File: src/rtl/mem_bus_initiator.sv
// rtl/mem_bus_initiator.sv - self-checking memory bus request initiator
//
// Writes NUM_OPS generated words to the responder, reads them back and
// compares each against the regenerated pattern. Reports done/pass and a
// saturating count of data mismatches plus response timeouts.
//
// Ports:
//   clk, rst              clock and synchronous active-high reset
//   start                 begin a run (honoured only when idle or done)
//   req_valid/req_ready   request handshake; req_write, req_addr, req_data
//                         describe the request (req_data is 0 on reads)
//   rsp_valid, rsp_data   one response pulse per accepted request
//   busy, done, pass      run status; pass is meaningful while done=1
//   err_count, op_index   error tally and index of the op in flight
module mem_bus_initiator #(
  parameter int unsigned       ADDR_W      = 32,
  parameter int unsigned       DATA_W      = 32,
  parameter int unsigned       NUM_OPS     = 64,
  parameter logic [ADDR_W-1:0] ADDR_BASE   = '0,
  parameter logic [ADDR_W-1:0] ADDR_STRIDE = ADDR_W'(4),
  parameter logic [DATA_W-1:0] DATA_SEED   = DATA_W'(32'hA5A5_0000),
  parameter logic [DATA_W-1:0] DATA_MUL    = DATA_W'(32'h0001_0003),
  parameter int unsigned       TIMEOUT     = 255
) (
  input  logic              clk,
  input  logic              rst,
  input  logic              start,
  output logic              req_valid,
  output logic              req_write,
  output logic [ADDR_W-1:0] req_addr,
  output logic [DATA_W-1:0] req_data,
  input  logic              req_ready,
  input  logic              rsp_valid,
  input  logic [DATA_W-1:0] rsp_data,
  output logic              busy,
  output logic              done,
  output logic              pass,
  output logic [15:0]       err_count,
  output logic [15:0]       op_index
);

  localparam int unsigned       WAIT_W    = (TIMEOUT > 1) ? $clog2(TIMEOUT + 1) : 1;
  localparam logic [15:0]       LAST_OP   = 16'(NUM_OPS - 1);
  localparam logic [WAIT_W-1:0] WAIT_LAST = WAIT_W'(TIMEOUT - 1);

  typedef enum logic [2:0] {
    IDLE    = 3'd0,
    WR_REQ  = 3'd1,
    WR_WAIT = 3'd2,
    RD_REQ  = 3'd3,
    RD_WAIT = 3'd4,
    DONE    = 3'd5
  } state_t;

  state_t            state_q, state_d;
  logic [15:0]       op_index_q, op_index_d;
  logic [15:0]       err_count_q, err_count_d;
  logic [WAIT_W-1:0] wait_cnt_q, wait_cnt_d;
  logic [ADDR_W-1:0] addr_q, addr_d;
  logic              busy_q, busy_d;
  logic              done_q, done_d;
  logic              pass_q, pass_d;

  logic [DATA_W-1:0] data_pat;
  logic              advance;
  logic              err_inc;

  // The data pattern owns the only multiplier; the address walks by
  // accumulating the stride alongside op_index instead.
  assign data_pat = DATA_W'(op_index_q) * DATA_MUL + DATA_SEED;

  always_comb begin
    state_d     = state_q;
    op_index_d  = op_index_q;
    err_count_d = err_count_q;
    wait_cnt_d  = wait_cnt_q;
    addr_d      = addr_q;
    busy_d      = busy_q;
    done_d      = done_q;
    pass_d      = pass_q;
    advance     = 1'b0;
    err_inc     = 1'b0;

    case (state_q)
      IDLE, DONE: begin
        if (start) begin
          op_index_d  = '0;
          err_count_d = '0;
          addr_d      = ADDR_BASE;
          busy_d      = 1'b1;
          done_d      = 1'b0;
          pass_d      = 1'b0;
          state_d     = WR_REQ;
        end
      end
      WR_REQ, RD_REQ: begin
        // Responses seen here are late or same-cycle and are dropped.
        if (req_ready) begin
          wait_cnt_d = '0;
          state_d    = (state_q == WR_REQ) ? WR_WAIT : RD_WAIT;
        end
      end
      WR_WAIT, RD_WAIT: begin
        if (rsp_valid) begin
          advance = 1'b1;
          err_inc = (state_q == RD_WAIT) && (rsp_data != data_pat);
        end else if (wait_cnt_q == WAIT_LAST) begin
          // Timed out: count it and move on as if the response arrived.
          advance = 1'b1;
          err_inc = 1'b1;
        end else begin
          wait_cnt_d = wait_cnt_q + WAIT_W'(1);
        end

        if (err_inc && (err_count_q != 16'hFFFF)) begin
          err_count_d = err_count_q + 16'd1;
        end

        if (advance) begin
          if (op_index_q == LAST_OP) begin
            op_index_d = '0;
            addr_d     = ADDR_BASE;
            if (state_q == WR_WAIT) begin
              state_d = RD_REQ;
            end else begin
              state_d = DONE;
              busy_d  = 1'b0;
              done_d  = 1'b1;
              pass_d  = (err_count_d == 16'd0);
            end
          end else begin
            op_index_d = op_index_q + 16'd1;
            addr_d     = addr_q + ADDR_STRIDE;
            state_d    = (state_q == WR_WAIT) ? WR_REQ : RD_REQ;
          end
        end
      end
      default: state_d = IDLE;
    endcase
  end

  always_ff @(posedge clk) begin
    if (rst) begin
      state_q     <= IDLE;
      op_index_q  <= '0;
      err_count_q <= '0;
      wait_cnt_q  <= '0;
      addr_q      <= '0;
      busy_q      <= 1'b0;
      done_q      <= 1'b0;
      pass_q      <= 1'b0;
    end else begin
      state_q     <= state_d;
      op_index_q  <= op_index_d;
      err_count_q <= err_count_d;
      wait_cnt_q  <= wait_cnt_d;
      addr_q      <= addr_d;
      busy_q      <= busy_d;
      done_q      <= done_d;
      pass_q      <= pass_d;
    end
  end

  // Request fields are decoded from the registered state; address and data
  // are forced to 0 outside the request states so idle/reset outputs are 0.
  assign req_valid = (state_q == WR_REQ) || (state_q == RD_REQ);
  assign req_write = (state_q == WR_REQ);
  assign req_addr  = req_valid ? addr_q : '0;
  assign req_data  = (state_q == WR_REQ) ? data_pat : '0;
  assign busy      = busy_q;
  assign done      = done_q;
  assign pass      = pass_q;
  assign err_count = err_count_q;
  assign op_index  = op_index_q;

endmodule

File: config.mk
export PLATFORM = sky130hd
export DESIGN_NAME = mem_bus_initiator
export DESIGN_NICKNAME = d
export VERILOG_FILES = /design/src/rtl/mem_bus_initiator.sv
export SDC_FILE = /design/constraint.sdc
export NUM_CORES = 1
export LEC_CHECK = 0
export BUFFER_PORTS_ARGS = -buffer_cell sky130_fd_sc_hd__buf_2
export CAP_MARGIN = 20
export CORE_MARGIN = 3
export CORE_UTILIZATION = 53
export DETAILED_ROUTE_END_ITERATION = 10
export MAX_ROUTING_LAYER = met4
export PLACE_DENSITY = 0.84
export SLEW_MARGIN = 5
export SYNTH_ARGS = -nofsm -noshare
export SYNTH_HDL_FRONTEND = slang
export SYNTH_SLANG_ARGS = --single-unit
File: constraint.sdc
create_clock -name clk -period 5.4 [get_ports clk]
set_input_delay 0 -clock clk [delete_from_list [all_inputs] [get_ports clk]]
set_output_delay 0 -clock clk [all_outputs]
set_load 0.05 [all_outputs]
==> key figures, run 1 <==
Min path
  – Worst Hold Class: primary input to register
  – Worst Hold Path EP: wait_cnt_q[1]
  – Hold depth: 2
  – Hold_sp: rst

Worst setup path
  – Reg2Reg Depth: 22
  – CP Launch Type: register
  – Most common cell on crit path: ha_1
  – Crit. End Element: register
  – R2r endpoint: pass
  – Crit-path max cell delay: 0.54 ns
  – Critical-path cell list: inv_1 -> ha_1 -> inv_1 -> ha_1 -> ha_1 -> ha_1 -> inv_2 -> fa_1 -> inv_1 -> ha_2 -> o211a_4 -> a2bb2oi_4 -> a2111oi_4 -> nor4b_4 -> xnor2_1 -> or4_4 -> nor4b_4 -> nand4_4 -> buf_6 -> a311o_1 -> a22oi_1 -> a31o_1
  – Flop2flop setup slack: about 0.092 ns
  – Maximum fanout along the worst path: 5
  – Required time of the worst setup path: ~5.7 ns
  – R2R Path Start: op_index[5]
  – Critical-path top delay cell: or4_4
  – CP Class: register to register
  – Arr. time, crit path: around 5.6 ns

Logic synthesis
  – Synth Instances: about 1,000
  – Seq/Total Area, Yosys: 18.9%
  – Main combinational cell family by area after synthesis: simple AND/OR/NAND/NOR gates
  – Yosys warns: 0
  – Asr flop ratio synth: 0%
  – Syn avg cell area: 7.95 um^2
  – Post-Synth Adder-Cell Area: 15.2%
  – Post-synth EDFFs: 0
  – Synth Area in Simple Gates: between 20% and 30%
  – Unique masters post-synth: 89
  – Mapped Area: roughly 0.008 mm^2
  – Synth Area in Compound Gates: 19.5%
  – XOR/XNOR Fraction of Synth Area: 13.1%
  – Post-synthesis mux area share: less than 1%
  – Synthesized flop and latch total: 76
  – Post-synth top flop: dfxtp_1

Clock tree
  – CTS tree: yes
  – Clock tree sinks: 76
  – Clk root buf: clkbuf_16
  – Worst-Skew Late Latency: 0.34 ns
  – Max clock buf depth: 2
  – Hold_buf cts: 0
  – Clock buffer count from CTS: 9
  – Clock H-tree levels: 3
  – Clk slew on worst S/H paths: approximately 0.06 ns

Route
  – Routed Wire Length: between 20,000 and 25,000 um
  – Final antenna-violating net count: 0
  – Routed length on met2: approximately 11,000 um
  – DRT Pass-1 Iters: 5
  – Wire length on met1: about 11,000 um
  – Avg WL per Cell: roughly 18 um
  – Met3 routed WL: 1880 um
  – Uppermost layer routed: met4
  – Total number of vias: approximately 8,400
  – # DRC: 0
  – Vias per cell: around 6.2
  – Initial DRC count: a little under 800

Layout
  – Multi-input gate area in the final layout: roughly 0.0064 mm^2
  – Seq. cell area: 0.00153 mm^2
  – Commonest cells after routing, fill and taps aside: buf_2, nor2_1, ha_1, dfxtp_1
  – Post-layout util: between 60 and 70%
  – # diodes: 0
  – Final Instance Area: between 0.009 and 0.01 mm^2
  – Fin nets: 1,294
  – Fill cells: between 1,000 and 1,500
  – Area growth, synth to finish: 20.8%
  – Commonest non-fill, non-tap cell in the layout: buf_2
  – Layout cells sized above 1: a little under a quarter

Global routing
  – First-pass GRT wire length: between 30,000 and 40,000 um
  – Vias in the first global route: roughly 7,600
  – Gr ovfl total: 0
  – Total global routing track utilization: between 20% and 30%
  – Largest net degree at the start of global routing: 43
  – Initial antenna violation count: 0

Pwr
  – Lkg Pwr: approximately 4.4 nW
  – PwrDens: approximately 180 mW/mm^2
  – VDD IR max: 0.000168 V

STA
  – Slew Limit Fails: 0
  – Setup WS post-layout: 0.0920 ns
  – Total negative slack: 0 ns
  – Relative slew slack: between 20% and 30%
  – Hold slack: around 0.14 ns
  – Tightest Pin Transition: 1.07 ns
  – Final period utilization: 98.3%
  – Count of final setup violators: 0
  – Max frequency: 188 MHz
  – Minimum clock period: approximately 5.3 ns
  – Final Hold Viols: 0
  – Clock skew: 0.00880 ns

Place
  – Area after DPL: about 0.0090 mm^2
  – HPWL after detailed placement: 18,800 um
  – Pre-CTS WS: -0.0627 ns
  – IO buf count: between 100 and 150
  – GP Congestion: 0.971

Die
  – Num rows: 44
  – Die area: approximately 0.017 mm^2
  – Io pins: 138
  – Initial Utilization: a little over half
  – Die Ht: 129 um
  – Chip width: about 130 um
  – CORE AREA: roughly 0.015 mm^2

Run
  – Number of max-cap violations: 0

Run status
  – Status: finished, final reports clean
-- through the flow --
stage / instances / power, mW
floorplan: 1011 / 0.995
global placement: 1322 / 1.13
detailed placement: 1322 / 1.14
CTS: 1338 / 1.78
global route: 1351 / 1.87
finish: 1351 / 1.79
-- worst max path at each step --
stage / start / endpoint / slack, ns / depth (start not counted)
6_report: op_index[5] / pass / 0.09 / 22
5_1_grt: op_index[5] / pass / -0.09 / 22
4_1_cts: op_index[5] / pass / 0.002 / 22
3_5_place_dp: op_index[14] / err_count[5] / -0.06 / 19
3_3_place_gp: op_index[5] / pass / 0.15 / 21
2_1_floorplan: op_index[14] / err_count[13] / 0.02 / 19
-- registers in the layout, indices dropped and copies added (netlist names) --
signal,cells
busy,1
addr_q,30
state_q,3
done,1
err_count,16
pass,1
op_index,16
wait_cnt_q,8
-- Yosys cell counts, drive strengths merged (9+ instances only) --
cell type | instances | area [um^2]
and4 | 10 | 95.1
ha | 91 | 1140
a21o | 9 | 67.6
nor3 | 23 | 120
buf | 19 | 111
nor2 | 117 | 439
inv | 40 | 150
and2 | 48 | 300
a21oi | 58 | 294
dfxtp | 76 | 1520
nand3 | 42 | 210
a31oi | 23 | 159
xnor2 | 56 | 490
nand4 | 31 | 200
or3 | 10 | 62.6
xor2 | 43 | 384
clkbuf | 32 | 120
and3 | 20 | 125
or4 | 9 | 71.3
o21ai | 34 | 174
nand2 | 56 | 210
-- logic make-up (layout without fill, tap and decap cells) --
| family | after synthesis | after routing |
|---|---|---|
| AND/OR/NAND/NOR | 416 | 416 |
| other | 2 | 3 |
| XOR/XNOR | 107 | 107 |
| adder cells (fa/ha/maj) | 95 | 95 |
| flip-flops | 76 | 76 |
| buffers and inverters | 92 | 248 |
| AO/OA/AOI/OAI | 217 | 217 |
| multiplexers | 5 | 5 |
-- what timing repair did --
item	CTS	global route
hold endpoints to repair	0	0
resized for setup	3	42
setup buffers	0	13
setup endpoints to repair	15	17
cloned	0	0
pin swaps	0	16
-- report_power, final --
part / switching (mW) / internal (mW) / total [mW]
Clock: 0.241 / 0.398 / 0.640
Sequential: 0.0268 / 0.575 / 0.602
Combinational: 0.395 / 0.155 / 0.550
Total: 0.663 / 1.13 / 1.79
-- routing by layer --
layer | track usage, % | up-vias
li1 | - | 3977
met1 | 38.0 | 3923
met3 | 4.66 | 71
met4 | 9.20 | 0
met2 | 45.2 | 420
met5 | - | -
-- cell type report --
| type | instances | area share, % |
|---|---|---|
| inverters | 41 | 1.59 |
| clock buffers | 11 | 2.72 |
| flip-flops and latches | 76 | 15.7 |
| well taps | 184 | 2.37 |
| repair buffers | 191 | 11.3 |
| clock inverters | 5 | 0.593 |
| multi-input cells | 843 | 65.6 |
-- worst max-delay path, delay by kind of cell, from the launching register on --
| family | cells | cell delay, ns |
|---|---|---|
| compound gates | 6 | 1.42 |
| xor+xnor | 1 | 0.15 |
| fa+ha+maj | 6 | 1.75 |
| buf+inv | 5 | 0.37 |
| flops | 1 | 0.36 |
| simple gates | 4 | 1.20 |
(Power assumes the default switching activity.)
==> run 2: changes to the inputs <==
--- a/config.mk
+++ b/config.mk
@@ -8,10 +8,10 @@
 export BUFFER_PORTS_ARGS = -buffer_cell sky130_fd_sc_hd__buf_2
 export CAP_MARGIN = 20
 export CORE_MARGIN = 3
-export CORE_UTILIZATION = 53
+export CORE_UTILIZATION = 58
 export DETAILED_ROUTE_END_ITERATION = 10
 export MAX_ROUTING_LAYER = met4
-export PLACE_DENSITY = 0.84
+export PLACE_DENSITY = 0.87
 export SLEW_MARGIN = 5
 export SYNTH_ARGS = -nofsm -noshare
 export SYNTH_HDL_FRONTEND = slang
==> constraint.sdc (replaced) <==
create_clock -name clk -period 5.1 [get_ports clk]
set_input_delay 0 -clock clk [delete_from_list [all_inputs] [get_ports clk]]
set_output_delay 0 -clock clk [all_outputs]
set_load 0.05 [all_outputs]
==> run 2 against run 1 <==
Net effect:
- the flow now finishes with violations (setup timing)
- routed wire length up 14%
- sequential share of layout area decreased by 1.1 points
- non-clock buffer count grew 66
- clock power fell by 0.6%
- setup slack got worse by 0.15 ns
- total power grew 5.0%
- via count is 7.4% higher
- critical path type unchanged
- critical endpoint is now err_count[9]
- largest cell class unchanged
- largest power group is now sequential cells
==> key figures, run 2 (synthesis gave the netlist of run 1 again) <==
Clock tree
  – Clock buffer count from CTS: 9 (unchanged)
  – Clock H-tree levels: 3 (unchanged)
  – Worst-Skew Late Latency: 0.35 ns (about the same)
  – CTS tree: yes
  – Clk root buf: clkbuf_16
  – Max clock buf depth: 2 (unchanged)
  – Clk slew on worst S/H paths: 0.07 ns (about the same)
  – Clock tree sinks: 76 (unchanged)

Min path
  – Worst Hold Class: primary input to register
  – Hold depth: 5 (+3)
  – Worst Hold Path EP: state_q[2]
  – Hold_sp: req_ready

Die
  – Die area: 0.0153 mm^2 (-8.2%)
  – Initial Utilization: 60.0% (+5.3 points)
  – Io pins: 138 (unchanged)
  – CORE AREA: 0.0134 mm^2 (-8.8%)
  – Num rows: 42 (-4.5%)
  – Die Ht: 124 um (-4.2%)
  – Chip width: 124 um (-4.2%)

Pwr
  – VDD IR max: 0.000159 V (-5.5%)
  – Clock power frac: 33.8% (-1.9 points)
  – Combinational power share: 32.4% (+1.7 points)
  – Cell-internal power: 1.13 mW (about the same)
  – P_sw: 0.753 mW (+13%)
  – Sw frac: 40.0% (+3.0 points)
  – Sequential share of power: 33.8% (+0.2 points)
  – PwrDens: 179 mW/mm^2 (-2.9%)
  – Lkg Pwr: 4.75 nW (+7.5%)

Route
  – Initial DRC count: 1,110 (+43%)
  – Vias per cell: 6.40 (+3.0%)
  – Total number of vias: 9,011 (+7.4%)
  – DRT Pass-1 Iters: 6 (+1)
  – Routed Wire Length: 28,100 um (+14%)
  – Final antenna-violating net count: 0 (unchanged)
  – # DRC: 0 (unchanged)
  – Avg WL per Cell: 19.9 um (+9.5%)

Worst setup path
  – Maximum fanout along the worst path: 5 (unchanged)
  – Reg2Reg Depth: 23 (+4.5%)
  – Worst setup startpoint: op_index[5]
  – R2R Path Start: op_index[5]
  – Flop2flop setup slack: -0.05 ns (-0.15 ns)
  – Arr. time, crit path: 5.41 ns (-0.18 ns)
  – CP Launch Type: register
  – CP Class: register to register
  – R2r endpoint: err_count[9]
  – Required time of the worst setup path: 5.36 ns (-0.33 ns)
  – Crit. End Element: register

Layout
  – # diodes: 0 (unchanged)
  – Fill cells: 879 (-27%)
  – Fin nets: 1,360 (+5.1%)
  – Final Instance Area: 0.0105 mm^2 (+8.2%)
  – Commonest cells after routing, fill and taps aside: buf_2, nor2_1, buf_4, ha_1, dfxtp_1
  – Area growth, synth to finish: 30.7%
  – Top reg by flops: addr_q
  – Max reg flops: 30 (unchanged)
  – Post-route insts no fill: 1,409 (+4.3%)
  – Layout cells sized above 1: 32.7% (+8.9 points)
  – Commonest non-fill, non-tap cell in the layout: buf_2

STA
  – Max frequency: 194 MHz (+3.0%)
  – Minimum clock period: 5.15 ns (-0.155 ns)
  – Clock skew: 0.00899 ns (+0.000191 ns)
  – Relative slew slack: 16.0% (-12 points)
  – Count of final setup violators: 5 (+5)
  – Slew Limit Fails: 0 (unchanged)
  – Final period utilization: 101% (+2.8 points)
  – Tightest Pin Transition: 1.25 ns (+0.183 ns)
  – Setup WS post-layout: -0.0535 ns (-0.145 ns)
  – RSZ-0062 raised after global routing: true
  – Final Hold Viols: 0 (unchanged)

Place
  – Area after DPL: 0.00949 mm^2 (+5.0%)
  – IO buf count: 135 (unchanged)
  – Cells after DPL: 1,371 (+3.7%)
  – HPWL after detailed placement: 19,800 um (+5.4%)
  – GP Congestion: 0.994 (+2.4%)

Global routing
  – Vias in the first global route: 8,034 (+5.9%)
  – First-pass GRT wire length: 40,200 um (+5.8%)
  – Gr ovfl total: 0 (unchanged)
  – Initial antenna violation count: 0 (unchanged)
  – Total global routing track utilization: 34.0% (+5.2 points)
  – Largest net degree at the start of global routing: 43 (unchanged)

Run status
  – Status: finished, violations left
  – Failing checks: setup timing

Run
  – Number of max-cap violations: 0 (unchanged)
[run 2: cell type report]
type / instances / area (um^2) / share of cell area (%)
Tap cell: 176 / 220 / 2.10
Timing Repair Buffer: 257 / 1630 / 15.5
Multi-Input combinational cell: 843 / 6660 / 63.4
Clock buffer: 9 / 225 / 2.15
Sequential cell: 76 / 1540 / 14.7
Clock inverter: 7 / 65.1 / 0.620
Inverter: 41 / 161 / 1.54
[run 2: worst max-delay path by stage]
stage / to / slack [ns] / cells past startpoint
floorplan: err_count[13] / 0.002 / 22
global placement: err_count[0] / -0.16 / 19
detailed placement: err_count[13] / -0.23 / 18
CTS: pass / 0.0004 / 25
global route: pass / -0.20 / 21
finish: err_count[9] / -0.05 / 23
[run 2: routing by layer]
metal | global-route usage [%] | share of wire (%)
met1 | 44.7 | 40
met5 | - | 0
met2 | 51.2 | 45
met4 | 16.2 | 5.6
met3 | 5.31 | 9.7
[run 2: per-stage QoR]
step                      utilization [%]  hold WS, ns  power (mW)  setup WS [ns]  TNS (ns)
after floorplan                         -        0.258        1.05        0.00177         0
after global placement               70.8        0.422        1.20         -0.157     -1.62
after detailed placement             70.8        0.432        1.21         -0.229     -2.85
after CTS                            74.2       0.0768        1.84       0.000422         0
after global routing                 78.3        0.124        1.94         -0.196     -1.34
final                                78.3       0.0825        1.88        -0.0535    -0.196
[run 2: critical path, stage by stage, from the launching register on]
cell       delay, ns
dfxtp_4         0.37
inv_4           0.05
ha_4            0.28
inv_4           0.04
ha_4            0.16
ha_4            0.26
ha_4            0.14
inv_4           0.03
fa_2            0.53
inv_2           0.05
ha_4            0.23
o211a_4         0.16
a2bb2oi_4       0.17
a2111oi_4       0.48
buf_4           0.22
o211ai_1        0.16
a21oi_2         0.21
nand4_1         0.16
nor4b_4         0.41
nand4_4         0.20
buf_12          0.18
buf_6           0.10
a41o_1          0.21
a311oi_1        0.24
[run 2: power groups by stage]
stage | Sequential, mW | Combinational, mW | Clock (mW)
after floorplan | 0.649 | 0.404 | 0
after global placement | 0.646 | 0.556 | 0
after detailed placement | 0.647 | 0.564 | 0
after CTS | 0.635 | 0.572 | 0.630
after global routing | 0.638 | 0.648 | 0.655
final | 0.637 | 0.609 | 0.636
[run 2: repair_timing]
item	in CTS	in global routing
resized for setup	30	86
hold buffers	0	0
setup endpoints to repair	17	17
setup buffers	4	18
pin swaps	13	63
==> run 3: changes to the inputs <==
--- a/config.mk
+++ b/config.mk
@@ -12,6 +12,7 @@
 export DETAILED_ROUTE_END_ITERATION = 10
 export MAX_ROUTING_LAYER = met4
 export PLACE_DENSITY = 0.87
+export RECOVER_POWER = 50
 export SLEW_MARGIN = 5
 export SYNTH_ARGS = -nofsm -noshare
 export SYNTH_HDL_FRONTEND = slang
==> run 3 against run 2 <==
Net effect:
- sequential share of layout area grew 0.13 points
- the run still ends with setup timing left
- critical path type unchanged
- fmax grew 0.30%
- routed wire length is essentially flat
- die area is the same
- clock power is essentially flat
- via count shrank 0.60%
- first-iteration DRC count grew 8.2%
- critical path depth is the same
==> key figures, run 3 (synthesis gave the netlist of run 1 again) <==
Layout
  – Fin nets: 1,360 (unchanged)
  – Area growth, synth to finish: 29.5%
  – Commonest non-fill, non-tap cell in the layout: nor2_1
  – Top reg by flops: addr_q
  – Max reg flops: 30 (unchanged)
  – Commonest cells after routing, fill and taps aside: nor2_1, buf_4, ha_1, clkbuf_1, buf_2
  – Post-layout util: 77.6% (-0.71 points)
  – Layout cells sized above 1: 26.9% (-5.8 points)
  – # diodes: 0 (unchanged)

Pwr
  – Cell-internal power: 1.12 mW (-0.84%)
  – Lkg Pwr: 4.45 nW (-6.4%)
  – Clock power frac: 34.0% (+0.2 points)
  – Sequential share of power: 34.0% (+0.2 points)
  – VDD IR max: 0.000161 V (+1.3%)
  – PwrDens: 180 mW/mm^2 (+0.59%)
  – P_sw: 0.756 mW (+0.46%)
  – Sw frac: 40.3% (+0.31 points)
  – Combinational power share: 32.0% (-0.4 points)

Clock tree
  – Worst-Skew Late Latency: 0.35 ns (about the same)
  – Hold_buf cts: 0 (unchanged)
  – Clock tree sinks: 76 (unchanged)
  – Clk root buf: clkbuf_16
  – Clock H-tree levels: 3 (unchanged)
  – Clk slew on worst S/H paths: 0.07 ns (about the same)
  – Max clock buf depth: 2 (unchanged)
  – CTS tree: yes
  – Clock buffer count from CTS: 9 (unchanged)

STA
  – Total negative slack: -0.0929 ns (+0.103 ns)
  – Count of final setup violators: 3 (-2)
  – Minimum clock period: 5.14 ns (-0.0154 ns)
  – Setup WS post-layout: -0.0380 ns (+0.0154 ns)
  – Tightest Pin Transition: 1.29 ns (+0.0384 ns)
  – Relative slew slack: 13.4% (-2.6 points)
  – Final Hold Viols: 0 (unchanged)
  – RSZ-0062 raised after global routing: true
  – Clock skew: 0.00896 ns (-0.0000326 ns)
  – Final period utilization: 101% (-0.30 points)
  – Max frequency: 195 MHz (+0.30%)
  – Slew Limit Fails: 0 (unchanged)

Worst setup path
  – Flop2flop setup slack: -0.04 ns (+0.02 ns)
  – R2r endpoint: err_count[9]
  – Worst setup startpoint: op_index[5]
  – Crit. End Element: register
  – CP Launch Type: register
  – CP endpoint: err_count[9]
  – Arr. time, crit path: 5.35 ns (-0.06 ns)
  – Reg2Reg Depth: 23 (unchanged)
  – Required time of the worst setup path: 5.31 ns (-0.05 ns)
  – R2R Path Start: op_index[5]
  – Maximum fanout along the worst path: 5 (unchanged)
  – CP Class: register to register

Route
  – DRT Pass-1 Iters: 6 (unchanged)
  – Routed length on met2: 12,500 um (-0.29%)
  – Initial DRC count: 1,201 (+8.2%)
  – Final antenna-violating net count: 0 (unchanged)
  – Total number of vias: 8,957 (-0.60%)
  – Avg WL per Cell: 19.9 um (about the same)
  – # DRC: 0 (unchanged)
  – Met3 routed WL: 2610 um (-4.1%)
  – Uppermost layer routed: met4
  – Vias per cell: 6.36 (-0.60%)
  – Wire length on met1: 11,400 um (+1.0%)
  – Routed Wire Length: 28,100 um (about the same)

Global routing
  – Initial antenna violation count: 0 (unchanged)
  – Gr ovfl total: 0 (unchanged)
  – Total global routing track utilization: 34.0% (unchanged)
  – Vias in the first global route: 8,034 (unchanged)
  – Largest net degree at the start of global routing: 43 (unchanged)
  – First-pass GRT wire length: 40,200 um (unchanged)

Run status
  – Failing checks: setup timing
  – Status: finished, violations left

Min path
  – Worst Hold Class: primary input to register

Place
  – IO buf count: 135 (unchanged)
  – HPWL after detailed placement: 19,800 um (unchanged)
  – GP Congestion: 0.994 (unchanged)

Die
  – Die area: 0.0153 mm^2 (unchanged)
  – Io pins: 138 (unchanged)
  – Die Ht: 124 um (unchanged)
  – Initial Utilization: 60.0% (unchanged)
  – CORE AREA: 0.0134 mm^2 (unchanged)
  – Num rows: 42 (unchanged)
  – Chip width: 124 um (unchanged)

Run
  – Number of max-cap violations: 0 (unchanged)
[run 3: changes by cell type in the layout (fill, tap and decap cells not counted)]
cell / delta
o21ba_2: -1
buf_2: -67
buf_4: -3
clkbuf_1: +70
o21ba_1: +1
[run 3: worst max-delay path, stage by stage, from the launching register on]
cell,delay [ns]
dfxtp_4,0.37
inv_4,0.04
ha_4,0.27
inv_4,0.04
ha_4,0.15
ha_4,0.26
ha_4,0.14
inv_4,0.03
fa_2,0.53
inv_2,0.05
ha_4,0.23
o211a_4,0.16
a2bb2oi_4,0.17
a2111oi_4,0.48
buf_4,0.21
o211ai_1,0.15
a21oi_2,0.21
nand4_1,0.16
nor4b_4,0.41
nand4_4,0.20
buf_12,0.18
and3_2,0.23
a31oi_1,0.22
a311oi_1,0.07
[run 3: worst min path at each step]
| stage | cells after the start | slack, ns | start | to |
|---|---|---|---|---|
| 4_1_cts | 5 | 0.08 | req_ready | state_q[2] |
| 5_1_grt | 2 | 0.13 | rst | state_q[0] |
| 3_5_place_dp | 5 | 0.43 | req_ready | state_q[2] |
| 2_1_floorplan | 4 | 0.26 | req_ready | state_q[2] |
| 3_3_place_gp | 5 | 0.42 | req_ready | state_q[2] |
| 6_report | 5 | 0.07 | req_ready | state_q[2] |
[run 3: per-layer routing]
metal	track usage, %	vias to the layer above
met3	5.31	133
li1	-	4109
met2	51.2	531
met1	44.7	4184
met5	-	-
met4	16.2	0
[run 3: metrics by stage]
stage,setup slack [ns],cells,cell area [um^2],hold WS (ns),power (mW)
finish,-0.0380,1409,10400,0.0738,1.88
global route,-0.196,1409,10400,0.125,1.93
CTS,0.000422,1391,9940,0.0768,1.84
detailed placement,-0.229,1371,9490,0.432,1.21
global placement,-0.157,1371,9490,0.422,1.20
floorplan,0.00177,1011,8090,0.258,1.05
[run 3: layout make-up]
| class | count | area (um^2) |
|---|---|---|
| fill | 937 | 3000 |
| clock inverter | 7 | 65.1 |
| sequential | 76 | 1540 |
| clock buffer | 9 | 225 |
| timing repair buffer | 257 | 1540 |
| inverter | 41 | 161 |
| tap | 176 | 220 |
| multi-input combinational | 843 | 6660 |
[run 3: what timing repair did]
action	4_1_cts	5_1_grt
resized for setup	30	86
gates cloned	0	0
setup endpoints to repair	17	17
pin swaps	13	63
setup buffers	4	18
[run 3: power by group through the flow]
stage	Clock [mW]	Sequential (mW)	Combinational (mW)
after floorplan	0	0.649	0.404
after global placement	0	0.646	0.556
after detailed placement	0	0.647	0.564
after CTS	0.630	0.635	0.572
after global routing	0.655	0.638	0.639
final	0.638	0.637	0.600
